### src/rtl/vga_pkg.sv
// Shared types, register map, bar-colour table and timing helper for vga_pattern_gen.
package vga_pkg;

  typedef enum logic [1:0] {
    MODE_SOLID   = 2'd0,
    MODE_BARS    = 2'd1,
    MODE_CHECKER = 2'd2,
    MODE_GRAD    = 2'd3
  } mode_e;

  localparam logic [1:0] ADDR_CTRL   = 2'd0;
  localparam logic [1:0] ADDR_COLOR  = 2'd1;
  localparam logic [1:0] ADDR_STATUS = 2'd2;
  localparam logic [1:0] ADDR_POS    = 2'd3;

  // Per-bar {b,g,r} channel on/off flags; index 0 is the leftmost bar.
  // white, yellow, cyan, green, magenta, red, blue, black
  localparam logic [7:0][2:0] BAR_RGB = {
    3'b000, 3'b100, 3'b001, 3'b101, 3'b010, 3'b110, 3'b011, 3'b111
  };

  function automatic int unsigned line_total(int unsigned active, int unsigned fp,
                                             int unsigned sync, int unsigned bp);
    return active + fp + sync + bp;
  endfunction

endpackage

### src/rtl/vga_timing_core.sv
// Pixel/line counters, sync and active-region generation, and the frame-start pulse.
module vga_timing_core
  import vga_pkg::*;
#(
  parameter int unsigned H_ACTIVE = 640,
  parameter int unsigned H_FP     = 16,
  parameter int unsigned H_SYNC   = 96,
  parameter int unsigned H_BP     = 48,
  parameter int unsigned V_ACTIVE = 480,
  parameter int unsigned V_FP     = 10,
  parameter int unsigned V_SYNC   = 2,
  parameter int unsigned V_BP     = 33,
  parameter bit          SYNC_POL = 1'b0,
  parameter int unsigned HCntW    = $clog2(line_total(H_ACTIVE, H_FP, H_SYNC, H_BP)),
  parameter int unsigned VCntW    = $clog2(line_total(V_ACTIVE, V_FP, V_SYNC, V_BP))
) (
  input  logic             clk_i,
  input  logic             rst_ni,
  input  logic             pix_en_i,
  output logic [HCntW-1:0] h_cnt_o,
  output logic [VCntW-1:0] v_cnt_o,
  output logic             active_o,
  output logic             origin_o,
  output logic             hs_o,
  output logic             vs_o,
  output logic             frame_start_o
);

  localparam int unsigned HTotal  = line_total(H_ACTIVE, H_FP, H_SYNC, H_BP);
  localparam int unsigned VTotal  = line_total(V_ACTIVE, V_FP, V_SYNC, V_BP);
  localparam int unsigned HsStart = H_ACTIVE + H_FP;
  localparam int unsigned HsEnd   = HsStart + H_SYNC;
  localparam int unsigned VsStart = V_ACTIVE + V_FP;
  localparam int unsigned VsEnd   = VsStart + V_SYNC;

  localparam logic [HCntW-1:0] HLast = HCntW'(HTotal - 1);
  localparam logic [VCntW-1:0] VLast = VCntW'(VTotal - 1);

  logic [HCntW-1:0] h_cnt_q, h_cnt_d;
  logic [VCntW-1:0] v_cnt_q, v_cnt_d;
  logic [31:0]      h_ext, v_ext;
  logic             hs_q, hs_d, vs_q, vs_d;
  logic             fs_q;
  logic             origin;

  assign h_ext  = 32'(h_cnt_q);
  assign v_ext  = 32'(v_cnt_q);
  assign origin = pix_en_i && (h_cnt_q == '0) && (v_cnt_q == '0);

  always_comb begin
    h_cnt_d = h_cnt_q;
    v_cnt_d = v_cnt_q;
    if (pix_en_i) begin
      if (h_cnt_q == HLast) begin
        h_cnt_d = '0;
        v_cnt_d = (v_cnt_q == VLast) ? '0 : v_cnt_q + VCntW'(1);
      end else begin
        h_cnt_d = h_cnt_q + HCntW'(1);
      end
    end
  end

  always_comb begin
    hs_d = ((h_ext >= HsStart) && (h_ext < HsEnd)) ? SYNC_POL : ~SYNC_POL;
    vs_d = ((v_ext >= VsStart) && (v_ext < VsEnd)) ? SYNC_POL : ~SYNC_POL;
  end

  always_ff @(posedge clk_i or negedge rst_ni) begin
    if (!rst_ni) begin
      h_cnt_q <= '0;
      v_cnt_q <= '0;
      hs_q    <= ~SYNC_POL;
      vs_q    <= ~SYNC_POL;
      fs_q    <= 1'b0;
    end else begin
      h_cnt_q <= h_cnt_d;
      v_cnt_q <= v_cnt_d;
      // Pulse is one clk wide regardless of pix_en rate.
      fs_q    <= origin;
      if (pix_en_i) begin
        hs_q <= hs_d;
        vs_q <= vs_d;
      end
    end
  end

  assign h_cnt_o       = h_cnt_q;
  assign v_cnt_o       = v_cnt_q;
  assign active_o      = (h_ext < H_ACTIVE) && (v_ext < V_ACTIVE);
  assign origin_o      = origin;
  assign hs_o          = hs_q;
  assign vs_o          = vs_q;
  assign frame_start_o = fs_q;

endmodule

### src/rtl/vga_pattern_gen.sv
// VGA timing and test-pattern generator with an Avalon-MM register file and frame-synchronous
// shadow registers. Define VGA_PATTERN_BORDER_EN to draw a one-pixel white border.
module vga_pattern_gen
  import vga_pkg::*;
#(
  parameter int unsigned COLOR_W  = 6,
  parameter int unsigned H_ACTIVE = 640,
  parameter int unsigned H_FP     = 16,
  parameter int unsigned H_SYNC   = 96,
  parameter int unsigned H_BP     = 48,
  parameter int unsigned V_ACTIVE = 480,
  parameter int unsigned V_FP     = 10,
  parameter int unsigned V_SYNC   = 2,
  parameter int unsigned V_BP     = 33,
  parameter bit          SYNC_POL = 1'b0
) (
  input  logic               clk,
  input  logic               reset_n,
  input  logic               pix_en,
  input  logic [1:0]         avs_address,
  input  logic               avs_write,
  input  logic [31:0]        avs_writedata,
  input  logic               avs_read,
  output logic [31:0]        avs_readdata,
  output logic [COLOR_W-1:0] vga_r,
  output logic [COLOR_W-1:0] vga_g,
  output logic [COLOR_W-1:0] vga_b,
  output logic               vga_hs,
  output logic               vga_vs,
  output logic               vga_de,
  output logic               frame_start
);

  localparam int unsigned HCntW = $clog2(line_total(H_ACTIVE, H_FP, H_SYNC, H_BP));
  localparam int unsigned VCntW = $clog2(line_total(V_ACTIVE, V_FP, V_SYNC, V_BP));
  localparam int unsigned CfgW  = 3 * COLOR_W;
  localparam logic [COLOR_W-1:0] Full = '1;

  logic [HCntW-1:0] h_cnt;
  logic [VCntW-1:0] v_cnt;
  logic [31:0]      h_ext, v_ext;
  logic             active, origin;

  vga_timing_core #(
    .H_ACTIVE (H_ACTIVE),
    .H_FP     (H_FP),
    .H_SYNC   (H_SYNC),
    .H_BP     (H_BP),
    .V_ACTIVE (V_ACTIVE),
    .V_FP     (V_FP),
    .V_SYNC   (V_SYNC),
    .V_BP     (V_BP),
    .SYNC_POL (SYNC_POL),
    .HCntW    (HCntW),
    .VCntW    (VCntW)
  ) u_timing (
    .clk_i         (clk),
    .rst_ni        (reset_n),
    .pix_en_i      (pix_en),
    .h_cnt_o       (h_cnt),
    .v_cnt_o       (v_cnt),
    .active_o      (active),
    .origin_o      (origin),
    .hs_o          (vga_hs),
    .vs_o          (vga_vs),
    .frame_start_o (frame_start)
  );

  assign h_ext = 32'(h_cnt);
  assign v_ext = 32'(v_cnt);

  logic [2:0]         ctrl_q, ctrl_sh_q, ctrl_eff;
  logic [CfgW-1:0]    color_q, color_sh_q, color_eff;
  logic [15:0]        frame_cnt_q;
  logic [31:0]        rdata_q, rd_mux;
  logic               de_q, de_d;
  logic [COLOR_W-1:0] r_q, g_q, b_q;
  logic [COLOR_W-1:0] pix_r, pix_g, pix_b;
  logic [2:0]         bar_idx;
  logic [2:0]         bar;
  mode_e              mode_eff;
  logic               vblank;

  // On the copy cycle the pixel at (0,0) already belongs to the new frame's settings.
  assign ctrl_eff  = origin ? ctrl_q : ctrl_sh_q;
  assign color_eff = origin ? color_q : color_sh_q;
  assign mode_eff  = mode_e'(ctrl_eff[2:1]);
  assign vblank    = (v_ext >= V_ACTIVE);
  assign de_d      = active && ctrl_eff[0];

  // bar_idx = h_cnt*8/H_ACTIVE, as thresholds ceil(k*H_ACTIVE/8).
  always_comb begin
    bar_idx = '0;
    for (int unsigned k = 1; k < 8; k++) begin
      if (h_ext >= (k * H_ACTIVE + 7) / 8) bar_idx = 3'(k);
    end
  end

  assign bar = BAR_RGB[bar_idx];

  always_comb begin
    pix_r = '0;
    pix_g = '0;
    pix_b = '0;
    unique case (mode_eff)
      MODE_SOLID: {pix_b, pix_g, pix_r} = color_eff;
      MODE_BARS: begin
        pix_r = bar[0] ? Full : '0;
        pix_g = bar[1] ? Full : '0;
        pix_b = bar[2] ? Full : '0;
      end
      MODE_CHECKER: begin
        if (h_ext[3] ^ v_ext[3]) begin
          pix_r = Full;
          pix_g = Full;
          pix_b = Full;
        end
      end
      MODE_GRAD: begin
        pix_r = h_ext[COLOR_W+1:2];
        pix_g = h_ext[COLOR_W+1:2];
        pix_b = h_ext[COLOR_W+1:2];
      end
      default: ;
    endcase
`ifdef VGA_PATTERN_BORDER_EN
    if ((h_ext == 0) || (h_ext == H_ACTIVE - 1) || (v_ext == 0) || (v_ext == V_ACTIVE - 1)) begin
      pix_r = Full;
      pix_g = Full;
      pix_b = Full;
    end
`endif
  end

  always_comb begin
    rd_mux = '0;
    unique case (avs_address)
      ADDR_CTRL:   rd_mux = 32'(ctrl_q);
      ADDR_COLOR:  rd_mux = 32'(color_q);
      ADDR_STATUS: rd_mux = {15'd0, vblank, frame_cnt_q};
      ADDR_POS:    rd_mux = {16'(v_cnt), 16'(h_cnt)};
      default: ;
    endcase
  end

  always_ff @(posedge clk or negedge reset_n) begin
    if (!reset_n) begin
      ctrl_q      <= '0;
      color_q     <= '0;
      ctrl_sh_q   <= '0;
      color_sh_q  <= '0;
      frame_cnt_q <= '0;
      rdata_q     <= '0;
      de_q        <= 1'b0;
      r_q         <= '0;
      g_q         <= '0;
      b_q         <= '0;
    end else begin
      if (avs_write && (avs_address == ADDR_CTRL))  ctrl_q  <= avs_writedata[2:0];
      if (avs_write && (avs_address == ADDR_COLOR)) color_q <= avs_writedata[CfgW-1:0];
      // Shadows sample the pre-write front value, so a coinciding write waits a frame.
      if (origin) begin
        ctrl_sh_q   <= ctrl_q;
        color_sh_q  <= color_q;
        frame_cnt_q <= frame_cnt_q + 16'd1;
      end
      if (avs_read) rdata_q <= rd_mux;
      if (pix_en) begin
        de_q <= de_d;
        r_q  <= de_d ? pix_r : '0;
        g_q  <= de_d ? pix_g : '0;
        b_q  <= de_d ? pix_b : '0;
      end
    end
  end

  logic unused_wdata;
  assign unused_wdata = ^avs_writedata[31:CfgW];

  assign avs_readdata = rdata_q;
  assign vga_de       = de_q;
  assign vga_r        = r_q;
  assign vga_g        = g_q;
  assign vga_b        = b_q;

endmodule

### config.mk
export PLATFORM = sky130hd
export DESIGN_NAME = vga_pattern_gen
export DESIGN_NICKNAME = d
export VERILOG_FILES = /design/src/rtl/vga_pkg.sv /design/src/rtl/vga_timing_core.sv /design/src/rtl/vga_pattern_gen.sv
export SDC_FILE = /design/constraint.sdc
export NUM_CORES = 1
export LEC_CHECK = 0
export CORE_ASPECT_RATIO = 0.8
export CORE_MARGIN = 2
export CORE_UTILIZATION = 50
export CTS_CLUSTER_DIAMETER = 200
export DETAILED_ROUTE_END_ITERATION = 7
export PLACE_DENSITY = 0.85
export SYNTH_ARGS = -nofsm -noshare
export SYNTH_HDL_FRONTEND = slang
export SYNTH_SLANG_ARGS = --single-unit
### constraint.sdc
create_clock -name clk -period 3.1 [get_ports clk]
set_input_delay 0.31 -clock clk [delete_from_list [all_inputs] [get_ports clk]]
set_output_delay 0.31 -clock clk [all_outputs]
set_load 0.01 [all_outputs]
==> metrics.csv <==
stage,metric,value,unit
cells_and_area,Nets,720,
yosys,synth top area cells,"dfrtp_1, mux2_2, nand2_1",
floorplan,die area,13300,um^2
global_route,largest net degree at the start of global routing,67,
floorplan,Die Wd,128,um
job,Max-cap violations,0,
sta,RSZ-0062 raised after global routing,false,
setup_path,crit end category,flip-flop,
power,Max rail drop VDD,0.381,mV
yosys,post-synth top area share,0.501,
yosys,Synth Cell Area,6190,um^2
clocking,worst skew pair latency,0.42,ns
global_route,vias in the first global route,5006,
clocking,hold_buf cts,0,
global_route,total congestion overflow,0,
clocking,CTS clock-pin slew for the worst setup and hold paths,0.06,ns
sta,Setup Skew,0.00868,ns
power,power per cell area,615,nW/um^2
sta,"Hold Vio Cnt, Final",35,
setup_path,Worst Setup Start Kind,flip-flop,
sta,f_max,364,MHz
clocking,TritonCTS clock tree,yes,
setup_path,CP arrival,3.07,ns
setup_path,WS Path Type,reg2reg,
placed_design,dpl hpwl,10700,um
yosys,Post-Synthesis Cells,613,
global_route,GRT Resource Usage Total,0.255,
yosys,Synth Register Bits,126,
setup_path,Critical Path RT,3.43,ns
drt,final antenna-violating net count,0,
outcome,status,"finished, violations left",
clocking,TritonCTS buffer count,17,
setup_path,crit path max fanout,22,
sta,# setup viols final,0,
yosys,Post-synth ARST share,1.00,
outcome,failing checks,negative hold slack,
sta,period utilization,0.885,
drt,drt pass-1 iters,5,
drt,post-DR wirelength/cell,19.2,um
placed_design,PortBufs,72,
sta,Fin Hold WS,-0.0293,ns
sta,minimum clock period,2.74,ns
drt,vias per cell,6.00,
yosys,Netlist cell types,57,
sta,Slew HR,0.461,
sta,Setup Total Neg Slack,0,ns
yosys,register area share after synthesis,0.509,
hold_path,worst min path class,in2async,
clocking,H-tree levels,4,
sta,Max Slew Vio Count,0,
power,final total power,4680,uW
yosys,Commonest cells post-synth,"dfrtp_1, nand2_1, nor2_1, inv_1, mux2_2",
floorplan,Rows,36,
floorplan,I/O pin total,93,
clocking,CTS resizes,0,
clocking,sink count of the clock tree,126,
drt,final wirelength,16200,um
floorplan,core area,12100,um^2
cells_and_area,Area growth syn-to-layout,23.0,%
drt,Via Count,5043,
cells_and_area,# diodes,0,
placed_design,GP Congestion,0.946,
yosys,Syn Area/Cell,10.1,um^2
global_route,initial antenna violation count,0,
drt,DR DRC count,0,
cells_and_area,layout cells sized above 1,0.149,
yosys,Ys Warns,0,
drt,drt initial violations,497,
clocking,clock tree buffer depth,2,
power,static leakage,0.00332,uW
clocking,Setup Buffers After CTS,0,
sta,Worst Tran Pin Value,0.807,ns
floorplan,DIE HEIGHT,104,um
yosys,most frequent cell after synthesis,dfrtp_1,
yosys,Post-synth EDFFs,0,
yosys,Main synth FF type,dfrtp_1,
global_route,first-pass GRT wire length,26300,um
floorplan,Starting Density,0.511,
clocking,Root Buffer,clkbuf_16,
yosys,Synth area leader,dfrtp_1,
stage by stage:
step	hold WS [ns]	setup WS (ns)	area, um^2	util	cells
2_1_floorplan	0.0144	1.11	6210	-	618
3_3_place_gp	0.429	0.544	6990	0.577	809
3_5_place_dp	0.442	0.435	6990	0.577	809
4_1_cts	0.00444	0.417	7620	0.629	841
5_1_grt	0.0380	0.242	7620	0.629	841
6_report	-0.0293	0.356	7620	0.629	841
cells in the final DEF, fill, tap and decap left out, types with 6 or more instances in the layout:
master,netlist,routed
a21oi_1,21,21
a21oi_2,6,6
a22oi_1,14,14
a31oi_1,10,10
buf_4,8,9
clkbuf_16,0,17
clkdlybuf4s50_1,0,71
conb_1,1,6
dfrtp_1,124,124
inv_1,36,36
mux2_2,31,31
nand2_1,86,86
nand2b_1,14,14
nand3_1,15,15
nand4_1,11,11
nor2_1,41,41
nor3_1,19,19
o21ai_0,15,15
o22ai_1,19,19
o41ai_2,6,6
xnor2_1,23,23
xor2_1,6,6
sequential cells by signal, indices dropped and copies added, names as in the netlist, 10 cells and up:
signal,flops
avs_readdata,26
color_q,18
color_sh_q,18
frame_cnt_q,16
u_timing.h_cnt_o,10
u_timing.v_cnt_o,10
cell families after synthesis:
family,Yosys count,synth area share
compound gates,116,0.133
xor+xnor,29,0.0410
fa+ha+maj,5,0.0101
buf+inv,79,0.0558
flops,126,0.509
mux,36,0.0725
other cells,1,0.000605
simple gates,221,0.177
critical path: stages, from the launching register on:
cell      delay, ns
dfrtp_1        0.53
nor3_1         0.47
and4_4         0.37
nand2_4        0.16
inv_2          0.35
buf_4          0.32
or3_1          0.15
o311ai_1       0.13
o22ai_1        0.17
layer usage:
layer  routed length (um)  up-vias  share of wire  track usage
met3                 1300       47          0.080       0.0522
met4                  342        0          0.021       0.0911
li1                     -     2255              -            -
met1                 7120     2471           0.44        0.375
met5                    0        -              0            0
met2                 7430      270           0.46        0.377
final timing paths:
kind | start | endpoint | slack, ns | cells past startpoint
setup / recovery | u_timing.h_cnt_o[7] | vga_g[2] | 0.36 | 8
hold / removal | reset_n | vga_g[2] | -0.03 | 1
setup reg to reg | u_timing.h_cnt_o[7] | vga_g[2] | 0.36 | 8
hold reg to reg | color_sh_q[11] | color_sh_q[11] | 0.48 | 2
max in group asynchronous | reset_n | frame_cnt_q[5] | 2.32 | 2
min in group clk | color_sh_q[11] | color_sh_q[11] | 0.48 | 2
report_power, final:
group	switching, uW	leakage (uW)	internal, uW
registers	219	0.00165	1770
logic	294	0.00137	292
clock network	754	0.000298	1350
total	1270	0.00332	3410
final cells by class:
cell class | instances | area, um^2
inverters | 37 | 139
clock buffers | 19 | 433
flip-flops and latches | 126 | 3160
repair buffers | 81 | 798
clock inverters | 13 | 189
well taps | 152 | 190
fillers | 898 | 4500
multi-input cells | 413 | 2710
No activity file was read; power rests on OpenSTA's default activity.
